[config.mk]
export PLATFORM = sky130hd
export DESIGN_NAME = branch_predictor_btb_flat
export DESIGN_NICKNAME = d
export VERILOG_FILES = /design/src/rtl/branch_predictor_btb_if.sv /design/src/rtl/branch_predictor_btb.sv /design/src/flat_wrapper.sv
export SDC_FILE = /design/constraint.sdc
export NUM_CORES = 2
export LEC_CHECK = 0
export CAP_MARGIN = 30
export CORE_UTILIZATION = 60
export CTS_BUF_LIST = sky130_fd_sc_hd__clkbuf_2
export CTS_CLUSTER_SIZE = 25
export DETAILED_ROUTE_END_ITERATION = 8
export HOLD_SLACK_MARGIN = 0.05
export PLACE_DENSITY = 0.9
export SLEW_MARGIN = 30
export SYNTH_ARGS = -nofsm -noshare
export SYNTH_HDL_FRONTEND = slang
export SYNTH_SLANG_ARGS = --single-unit
[constraint.sdc]
create_clock -name clk_i -period 5.9 [get_ports clk_i]
set_clock_uncertainty 0.05 [all_clocks]
set_input_delay 0.885 -clock clk_i [delete_from_list [all_inputs] [get_ports clk_i]]
set_output_delay 0.885 -clock clk_i [all_outputs]
set_load 0.005 [all_outputs]
[src/rtl/branch_predictor_btb_if.sv]
// branch_predictor_btb_if: IF lookup, ID resolve and statistics signals between the pipeline and the BTB.
interface branch_predictor_btb_if #(
  parameter int XLEN   = 32,
  parameter int STAT_W = 16
);
  logic              stall_i;
  logic              flush_i;
  logic [XLEN-1:0]   pc_i;
  logic              pred_taken_o;
  logic [XLEN-1:0]   pred_target_o;
  logic              upd_valid_i;
  logic [XLEN-1:0]   upd_pc_i;
  logic              upd_taken_i;
  logic [XLEN-1:0]   upd_target_i;
  logic              mispredict_o;
  logic [XLEN-1:0]   redirect_pc_o;
  logic [STAT_W-1:0] stat_branches_o;
  logic [STAT_W-1:0] stat_mispred_o;
  modport master (
    output pc_i, stall_i, flush_i, upd_valid_i, upd_pc_i, upd_taken_i, upd_target_i,
    input  pred_taken_o, pred_target_o, mispredict_o, redirect_pc_o, stat_branches_o, stat_mispred_o
  );
  modport slave (
    input  pc_i, stall_i, flush_i, upd_valid_i, upd_pc_i, upd_taken_i, upd_target_i,
    output pred_taken_o, pred_target_o, mispredict_o, redirect_pc_o, stat_branches_o, stat_mispred_o
  );
endinterface

[src/rtl/branch_predictor_btb.sv]
// branch_predictor_btb: direct-mapped BTB with saturating direction counters, IF->ID prediction shadow,
// resolve-time redirect and saturating branch/mispredict statistics.
module branch_predictor_btb #(
  parameter int XLEN    = 32,
  parameter int ENTRIES = 16,
  parameter int CNT_W   = 2,
  parameter int STAT_W  = 16
) (
  input logic                 clk_i,
  input logic                 start_i,
  branch_predictor_btb_if.slave bus
);
  localparam int IDX_W = $clog2(ENTRIES);
  localparam int TAG_W = XLEN - IDX_W - 2;
  localparam logic [CNT_W-1:0]  CTR_MAX  = '1;
  localparam logic [CNT_W-1:0]  CTR_WT   = CNT_W'(1) << (CNT_W - 1);
  localparam logic [CNT_W-1:0]  CTR_WNT  = CTR_WT - CNT_W'(1);
  localparam logic [STAT_W-1:0] STAT_MAX = '1;

  logic [ENTRIES-1:0]            r_valid;
  logic [ENTRIES-1:0][TAG_W-1:0] r_tag;
  logic [ENTRIES-1:0][XLEN-1:0]  r_target;
  logic [ENTRIES-1:0][CNT_W-1:0] r_ctr;
  logic                          r_sh_taken;
  logic [XLEN-1:0]               r_sh_target;
  logic [STAT_W-1:0]             r_branches;
  logic [STAT_W-1:0]             r_mispred;
  logic [IDX_W-1:0]              w_idx;
  logic [IDX_W-1:0]              w_uidx;
  logic [TAG_W-1:0]              w_tag;
  logic [TAG_W-1:0]              w_utag;
  logic                          w_hit;
  logic                          w_uhit;
  logic                          w_pred;
  logic [XLEN-1:0]               w_target;
  logic                          w_mp;
  logic                          w_unused;

  assign w_idx    = bus.pc_i[IDX_W+1:2];
  assign w_tag    = bus.pc_i[XLEN-1:IDX_W+2];
  assign w_uidx   = bus.upd_pc_i[IDX_W+1:2];
  assign w_utag   = bus.upd_pc_i[XLEN-1:IDX_W+2];
  assign w_unused = ^bus.pc_i[1:0];
  assign w_hit    = r_valid[w_idx] && (r_tag[w_idx] == w_tag);
  assign w_uhit   = r_valid[w_uidx] && (r_tag[w_uidx] == w_utag);
  assign w_pred   = w_hit && r_ctr[w_idx][CNT_W-1];
  assign w_target = w_pred ? r_target[w_idx] : '0;
  // A taken branch is only correct if the shadowed target matches too.
  assign w_mp = bus.upd_valid_i && ((r_sh_taken != bus.upd_taken_i) ||
                (bus.upd_taken_i && (r_sh_target != bus.upd_target_i)));

  assign bus.pred_taken_o    = w_pred;
  assign bus.pred_target_o   = w_target;
  assign bus.mispredict_o    = w_mp;
  assign bus.redirect_pc_o   = bus.upd_taken_i ? bus.upd_target_i : bus.upd_pc_i + XLEN'(4);
  assign bus.stat_branches_o = r_branches;
  assign bus.stat_mispred_o  = r_mispred;

  always_ff @(posedge clk_i or negedge start_i) begin
    if (!start_i) begin
      r_sh_taken  <= 1'b0;
      r_sh_target <= '0;
    end else if (w_mp || bus.flush_i) begin
      r_sh_taken  <= 1'b0;
      r_sh_target <= '0;
    end else if (!bus.stall_i) begin
      r_sh_taken  <= w_pred;
      r_sh_target <= w_target;
    end
  end

  always_ff @(posedge clk_i or negedge start_i) begin
    if (!start_i) begin
      r_valid  <= '0;
      r_tag    <= '0;
      r_target <= '0;
      r_ctr    <= {ENTRIES{CTR_WNT}};
    end else if (bus.upd_valid_i) begin
      if (w_uhit) begin
        if (bus.upd_taken_i) begin
          r_ctr[w_uidx]    <= (r_ctr[w_uidx] == CTR_MAX) ? CTR_MAX : r_ctr[w_uidx] + CNT_W'(1);
          r_target[w_uidx] <= bus.upd_target_i;
        end else begin
          r_ctr[w_uidx] <= (r_ctr[w_uidx] == '0) ? '0 : r_ctr[w_uidx] - CNT_W'(1);
        end
      end else if (bus.upd_taken_i) begin
        r_valid[w_uidx]  <= 1'b1;
        r_tag[w_uidx]    <= w_utag;
        r_target[w_uidx] <= bus.upd_target_i;
        r_ctr[w_uidx]    <= CTR_WT;
      end
    end
  end

  always_ff @(posedge clk_i or negedge start_i) begin
    if (!start_i) begin
      r_branches <= '0;
      r_mispred  <= '0;
    end else if (bus.upd_valid_i) begin
      if (r_branches != STAT_MAX) r_branches <= r_branches + STAT_W'(1);
      if (w_mp && (r_mispred != STAT_MAX)) r_mispred <= r_mispred + STAT_W'(1);
    end
  end
endmodule

[src/flat_wrapper.sv]
// flat-port wrapper written by rule: the top's interface ports become plain ports
module branch_predictor_btb_flat 
#(
  parameter int XLEN    = 32,
  parameter int ENTRIES = 16,
  parameter int CNT_W   = 2,
  parameter int STAT_W  = 16
)
  (clk_i, start_i, bus_pc_i, bus_stall_i, bus_flush_i, bus_upd_valid_i, bus_upd_pc_i, bus_upd_taken_i, bus_upd_target_i, bus_pred_taken_o, bus_pred_target_o, bus_mispredict_o, bus_redirect_pc_o, bus_stat_branches_o, bus_stat_mispred_o);
  branch_predictor_btb_if #(.XLEN(XLEN), .STAT_W(STAT_W)) bus_i ();
  input logic clk_i;
  input logic start_i;
  input wire logic [$bits(bus_i.pc_i)-1:0] bus_pc_i;
  input wire logic [$bits(bus_i.stall_i)-1:0] bus_stall_i;
  input wire logic [$bits(bus_i.flush_i)-1:0] bus_flush_i;
  input wire logic [$bits(bus_i.upd_valid_i)-1:0] bus_upd_valid_i;
  input wire logic [$bits(bus_i.upd_pc_i)-1:0] bus_upd_pc_i;
  input wire logic [$bits(bus_i.upd_taken_i)-1:0] bus_upd_taken_i;
  input wire logic [$bits(bus_i.upd_target_i)-1:0] bus_upd_target_i;
  output wire logic [$bits(bus_i.pred_taken_o)-1:0] bus_pred_taken_o;
  output wire logic [$bits(bus_i.pred_target_o)-1:0] bus_pred_target_o;
  output wire logic [$bits(bus_i.mispredict_o)-1:0] bus_mispredict_o;
  output wire logic [$bits(bus_i.redirect_pc_o)-1:0] bus_redirect_pc_o;
  output wire logic [$bits(bus_i.stat_branches_o)-1:0] bus_stat_branches_o;
  output wire logic [$bits(bus_i.stat_mispred_o)-1:0] bus_stat_mispred_o;
  assign bus_i.pc_i = bus_pc_i;
  assign bus_i.stall_i = bus_stall_i;
  assign bus_i.flush_i = bus_flush_i;
  assign bus_i.upd_valid_i = bus_upd_valid_i;
  assign bus_i.upd_pc_i = bus_upd_pc_i;
  assign bus_i.upd_taken_i = bus_upd_taken_i;
  assign bus_i.upd_target_i = bus_upd_target_i;
  assign bus_pred_taken_o = bus_i.pred_taken_o;
  assign bus_pred_target_o = bus_i.pred_target_o;
  assign bus_mispredict_o = bus_i.mispredict_o;
  assign bus_redirect_pc_o = bus_i.redirect_pc_o;
  assign bus_stat_branches_o = bus_i.stat_branches_o;
  assign bus_stat_mispred_o = bus_i.stat_mispred_o;
  branch_predictor_btb #(.XLEN(XLEN), .ENTRIES(ENTRIES), .CNT_W(CNT_W), .STAT_W(STAT_W)) u_core (.clk_i(clk_i), .start_i(start_i), .bus(bus_i));
endmodule
# == Yosys cells after proc, flatten, opt, wreduce, memory -nomap -nowiden ==
# Index checks and enable logic that the tools add are counted.
# totals
register_bits,1041
latch_bits,0
ramBits,0
mem_bits_ro,0
word_cells,127
n_memories,0
# classes
addsub,5
mul,0
div_mod_pow,0
magnitude_cmp,3
n_eq_ne,8
n_shift,0
muxes,37
n_bitwise,5
reduce_logical,16
# op_table
operator,n
$bwmux W512,1
$bwmux W416,1
$mux W32,9
$bmux W26 S4,2
$bmux W32 S4,1
$demux W32 S4,1
$demux W26 S4,1
$mux W26,3
$bwmux W32,2
$eq A26 B26 Y1,2
$add A16 B1 Y16 const B,2
$add A32 B3 Y32 const B,1
$ne A16 B16 Y1 const B,2
$ne A32 B32 Y1,1
$or A16 B16 Y16,2
$and A16 B16 Y16,1
$bmux W2 S4,2
$not A16 Y16,1
$lt A4 B5 Y1 const B,2
$mux W2,5
$bmux W1 S4,2
$demux W2 S4,1
$reduce_and A2 Y1,4
$logic_and A1 B1 Y1,7
13 further kinds,18

# == Logic depth before layout (Yosys ltp) ==
# logic_depth
word_depth,8
depth_mapped,16
ltp_nobuf,10

# == Worst setup path after synthesis ==
# Ideal clock, no wire load.
# synth_path
path_kind,input-to-output
start,input bus_pc_i[2]
end,output bus_pred_target_o[10]
t_arrival_ns,3.772
t_required_ns,4.965
slack_ns,1.193
cell_stages,11
cell_sequence,clkbuf_1 > buf_2 > mux4_2 > mux4_2 > xor2_1 > nor4_1 > nand4_1 > nor4_2 > buf_2 > clkbuf_1 > and2_1
# synth_via
elab_chain_len,6
word_cells_on_any_way,12
cone_classes,eq/ne (1); mux (9); reduce/logical (2)
# synth_lines
item,line,source
"start, declared",flat_wrapper.sv:13,input wire logic [$bits(bus_i.pc_i)-1:0] bus_pc_i;
$bmux W26 S4,branch_predictor_btb.sv:44,assign w_hit = r_valid[w_idx] && (r_tag[w_idx] == w_tag);
$mux W26 (implied by the code),branch_predictor_btb.sv:44,
$eq A26 B26 Y1,branch_predictor_btb.sv:44,
$logic_and A1 B1 Y1,branch_predictor_btb.sv:44,
$logic_and A1 B1 Y1,branch_predictor_btb.sv:46,assign w_pred = w_hit && r_ctr[w_idx][CNT_W-1];
$mux W32 (*),branch_predictor_btb.sv:47,assign w_target = w_pred ? r_target[w_idx] : '0;
"end, declared",flat_wrapper.sv:21,output wire logic [$bits(bus_i.pred_target_o)-1:0] bus_pred_target_o;
# Every way passes the cells marked *; elsewhere a longest branch is shown, timed or not. The select of a mux whose other input is x is not followed.

# == Final worst setup path ==
# layout_path
start,register u_core.r_tag[47] in the netlist's numbering
end,output bus_pred_target_o[23]
# layout_via
elab_chain_len,6
# layout_lines
item,line,source
"start, declared",branch_predictor_btb.sv:21,logic [ENTRIES-1:0][TAG_W-1:0] r_tag;
"start signal, assigned by index",branch_predictor_btb.sv:88,r_tag[w_uidx] <= w_utag;
$bmux W26 S4,branch_predictor_btb.sv:44,
$mux W26 (implied by the code),branch_predictor_btb.sv:44,
$eq A26 B26 Y1,branch_predictor_btb.sv:44,
$logic_and A1 B1 Y1,branch_predictor_btb.sv:44,
$logic_and A1 B1 Y1,branch_predictor_btb.sv:46,
$mux W32,branch_predictor_btb.sv:47,
# No other way between the ends. The select of a mux whose other input is x is not followed.

==> qor.csv <==
metric,value,unit
drt_wl_total,156000,µm
final_area,0.0600,mm²
placed_area,0.0573,mm²
synth.distinct_cells,67,
clk_pin_slew,110,ps
synth_xor_area_frac,0.0224,
rsz0062_at_grt,true,
cts_tree,done,
vias_per_cell,6.79,
insertion_delay,1630,ps
hold-path-cell-count,3,
muxShareOfSynthArea,0.389,
synth_warnings,0,
critPathCaptureType,primary output,
area_delta_synth_final,10.7,%
synth_top_family_by_area,multiplexers,
routabilityCongestion,0.980,
whs,122,ps
layout-drive-gt1-share,0.490,
drc,0,
die_x,303,µm
post-route-period-util,1.02,
cts_buffers,283,
slew_viol_final,0,
core,0.0889,mm²
synthAdderAreaFrac,0.00157,
violations,setup timing,
fin_ws,-139,ps
crit_type,reg -> out,
leakage,28.3,nW
fin_util,0.675,
dr.pass1.iters,6,
r2r-start,u_core.r_tag[200]$_DFFE_PN0P_,
grt_max_degree,165,
vias,35600,
synthesis.area,0.0542,mm²
cp.required,4970,ps
syn_inst,3591,
slew_headroom,0.296,
root_buffer,clkbuf_2,
htreeDepth,5,
grt_use_total,0.345,
n_fill_cell,5786,
hold_path.startpoint,bus_upd_target_i[31],
ys_seq_area_frac,0.481,
min_to,u_core.r_target[31]$_DFFE_PN0P_,
min_period,6040,ps
post_drt_wl_per_cell,29.7,µm
grt_pass1_vias,37100,
place_hpwl,95400,µm
crit_fanout,5,
async_flop_share,1.00,
status,finished with violations,
hp-class,in -> reg,
synth_compound_area_frac,0.0273,
io_pins,200,
worstReg2RegEnd,u_core.r_tag[330]$_DFFE_PN0P_,
gr-total-overflow,0,
worst_pin_slew,1060,ps
initial_utilization,0.610,
cellPowerDensity,312,mW/mm²
drtIter0Drc,4538,
power.total,0.0187,W
antenna_found_initial,7,
synth_edf_count,0,
max_freq,166,MHz
drv_cap,0,
clk_path_buf_depth,4,
synth-seq-cells,1041,
nets,4002,
die_y,303,µm
io_buffers,197,
ir_drop,0.000217,V
avgSynthCellArea,15.1,µm²
critPathLaunchType,flop,
dieArea,0.0916,mm²
r2r_slack,1670,ps
synth_flop_cell,dfrtp_1,
clock_sinks,1041,
detail-route-antenna-nets,0,
hold_viol,0,
synthSimpleGateAreaFrac,0.0362,
setup_violations,9,
arrival,5100,ps
grt_pass1_wl,233000,µm
r2r.worst_path.cells,11,
syn-num-nets,3699,
rows,109,
==> where the power goes <==
| group | switching, W | leakage, nW | internal, W | total (W) |
|---|---|---|---|---|
| clock | 0.00301 | 1.85 | 0.00202 | 0.00504 |
| sequential | 0.000962 | 13.3 | 0.00847 | 0.00943 |
| combinational | 0.00168 | 13.1 | 0.00258 | 0.00426 |
==> layout by cell type, fill, tap and decap left out, types with 10 or more instances in the layout <==
master / n
nand4_1: 16
nand3_1: 36
clkbuf_2: 405
and3_1: 17
and2_1: 38
dfstp_2: 16
xor2_1: 65
dfrtp_1: 1025
a21oi_1: 20
o21ai_0: 60
nor4_1: 12
buf_4: 126
nand2_1: 131
a22oi_1: 12
mux2i_1: 71
or2_4: 15
buf_12: 40
a22o_1: 37
mux2_4: 285
diode_2: 10
mux2_2: 652
xnor2_1: 72
inv_1: 37
nand2b_1: 19
nor2_1: 66
clkdlybuf4s50_1: 164
mux4_2: 390
dlymetal6s2s_1: 16
clkinv_1: 33
nand2_2: 16
==> critical path, stage by stage (launching register included) <==
cell and delay [ps]:
dfrtp_1 430, mux4_2 470, mux4_2 500, xor2_1 180, nor4_1 300, nand4_1 230
nor4_4 360, buf_6 220, buf_16 120, buf_6 140, and2_1 130, clkdlybuf4s50_1 490
==> per-stage QoR <==
| stage | cells | worst slack, ps | TNS, ps |
|---|---|---|---|
| after detailed placement | 4750 | 157 | 0 |
| after CTS | 5217 | -203 | -4380 |
| final | 5237 | -139 | -845 |
| after global routing | 5233 | -209 | -1440 |
| after global placement | 4750 | 220 | 0 |
| after floorplan | 3591 | 1190 | 0 |
==> Yosys cell counts (all sizes together), types with 4 or more instances <==
cell        n  area [µm²]
a21oi      20         100
and3       17         106
a221o       4        40.0
buf       164        1430
dfstp      16         420
o22ai       9        56.3
clkbuf    195         732
a31oi       6        37.5
nor4       15         100
mux4      390        8780
dfrtp    1025       25600
ha          6        75.1
a22oi      12        90.1
nor2b       9        56.3
nand3      36         180
o21ai      60         300
a211oi      5        37.5
or2        17         144
mux2i      71         711
a2111oi     4        41.3
a2bb2oi     8        70.1
nor3        5        25.0
a32o        6        60.1
a22o       37         324
mux2      937       11600
and2       40         250
nor2       68         255
o32ai       8        70.1
nand2b     20         125
inv        38         143
nand2     147         552
o21a        9        67.6
xnor2      72         631
nand4      16         100
xor2       67         587
o221ai      5        43.8
==> logic make-up (layout without fill, tap and decap cells) <==
logic type | after synthesis | count (layout)
buf+inv | 399 | 870
mux | 1398 | 1398
fa+ha+maj | 7 | 7
compound gates | 209 | 209
flops | 1041 | 1041
other cells | 0 | 10
simple gates | 398 | 398
xor+xnor | 139 | 139
==> layout make-up <==
class	count	area, µm²	share of cell area
flip-flops and latches	1041	26100	0.434
multi-input cells	2151	26000	0.432
repair buffers	377	4040	0.0672
clock buffers	405	2030	0.0338
well taps	1165	1460	0.0243
clock inverters	48	327	0.00544
inverters	40	150	0.00250
diodes	10	25.0	0.000417
==> worst max-delay path by stage <==
| stage | from | end | slack [ps] | depth (start not counted) |
|---|---|---|---|---|
| floorplan | bus_pc_i[2] | bus_pred_target_o[10] | 1190 | 11 |
| global placement | bus_pc_i[2] | bus_pred_target_o[28] | 220 | 12 |
| detailed placement | bus_pc_i[2] | bus_pred_target_o[22] | 160 | 12 |
| CTS | u_core.r_tag[216]$_DFFE_PN0P_ | bus_pred_target_o[10] | -200 | 12 |
| global route | u_core.r_tag[392]$_DFFE_PN0P_ | bus_pred_target_o[11] | -210 | 11 |
| finish | u_core.r_tag[47]$_DFFE_PN0P_ | bus_pred_target_o[23] | -140 | 11 |
==> routing by layer <==
metal | up-vias | GRT usage | part of all wire
met5 | - | 0 | 0.00015
met4 | 4 | 0.199 | 0.054
met3 | 569 | 0.106 | 0.12
met2 | 2432 | 0.517 | 0.47
met1 | 18400 | 0.450 | 0.36
li1 | 14100 | - | -
==> timing repair <==
item / 4_1_cts / 5_1_grt
setup endpoints to repair: 33 / 26
hold buffers: 7 / 0
cloned: 2 / 1
endpoints found under the hold margin: 525 / 0
resized for setup: 12 / 22
buffers inserted: 5 / 6
pin swaps: 2 / 6
==> state kept, by name (all words and copies together), names as in the netlist <==
register / cells
u_core.r_tag: 416
u_core.r_target: 512
u_core.bus.stat_mispred_o: 16
u_core.bus.stat_branches_o: 16
u_core.r_ctr: 32
u_core.r_sh_taken: 1
u_core.r_sh_target: 32
u_core.r_valid: 16
No activity file was read; power rests on OpenSTA's default activity.
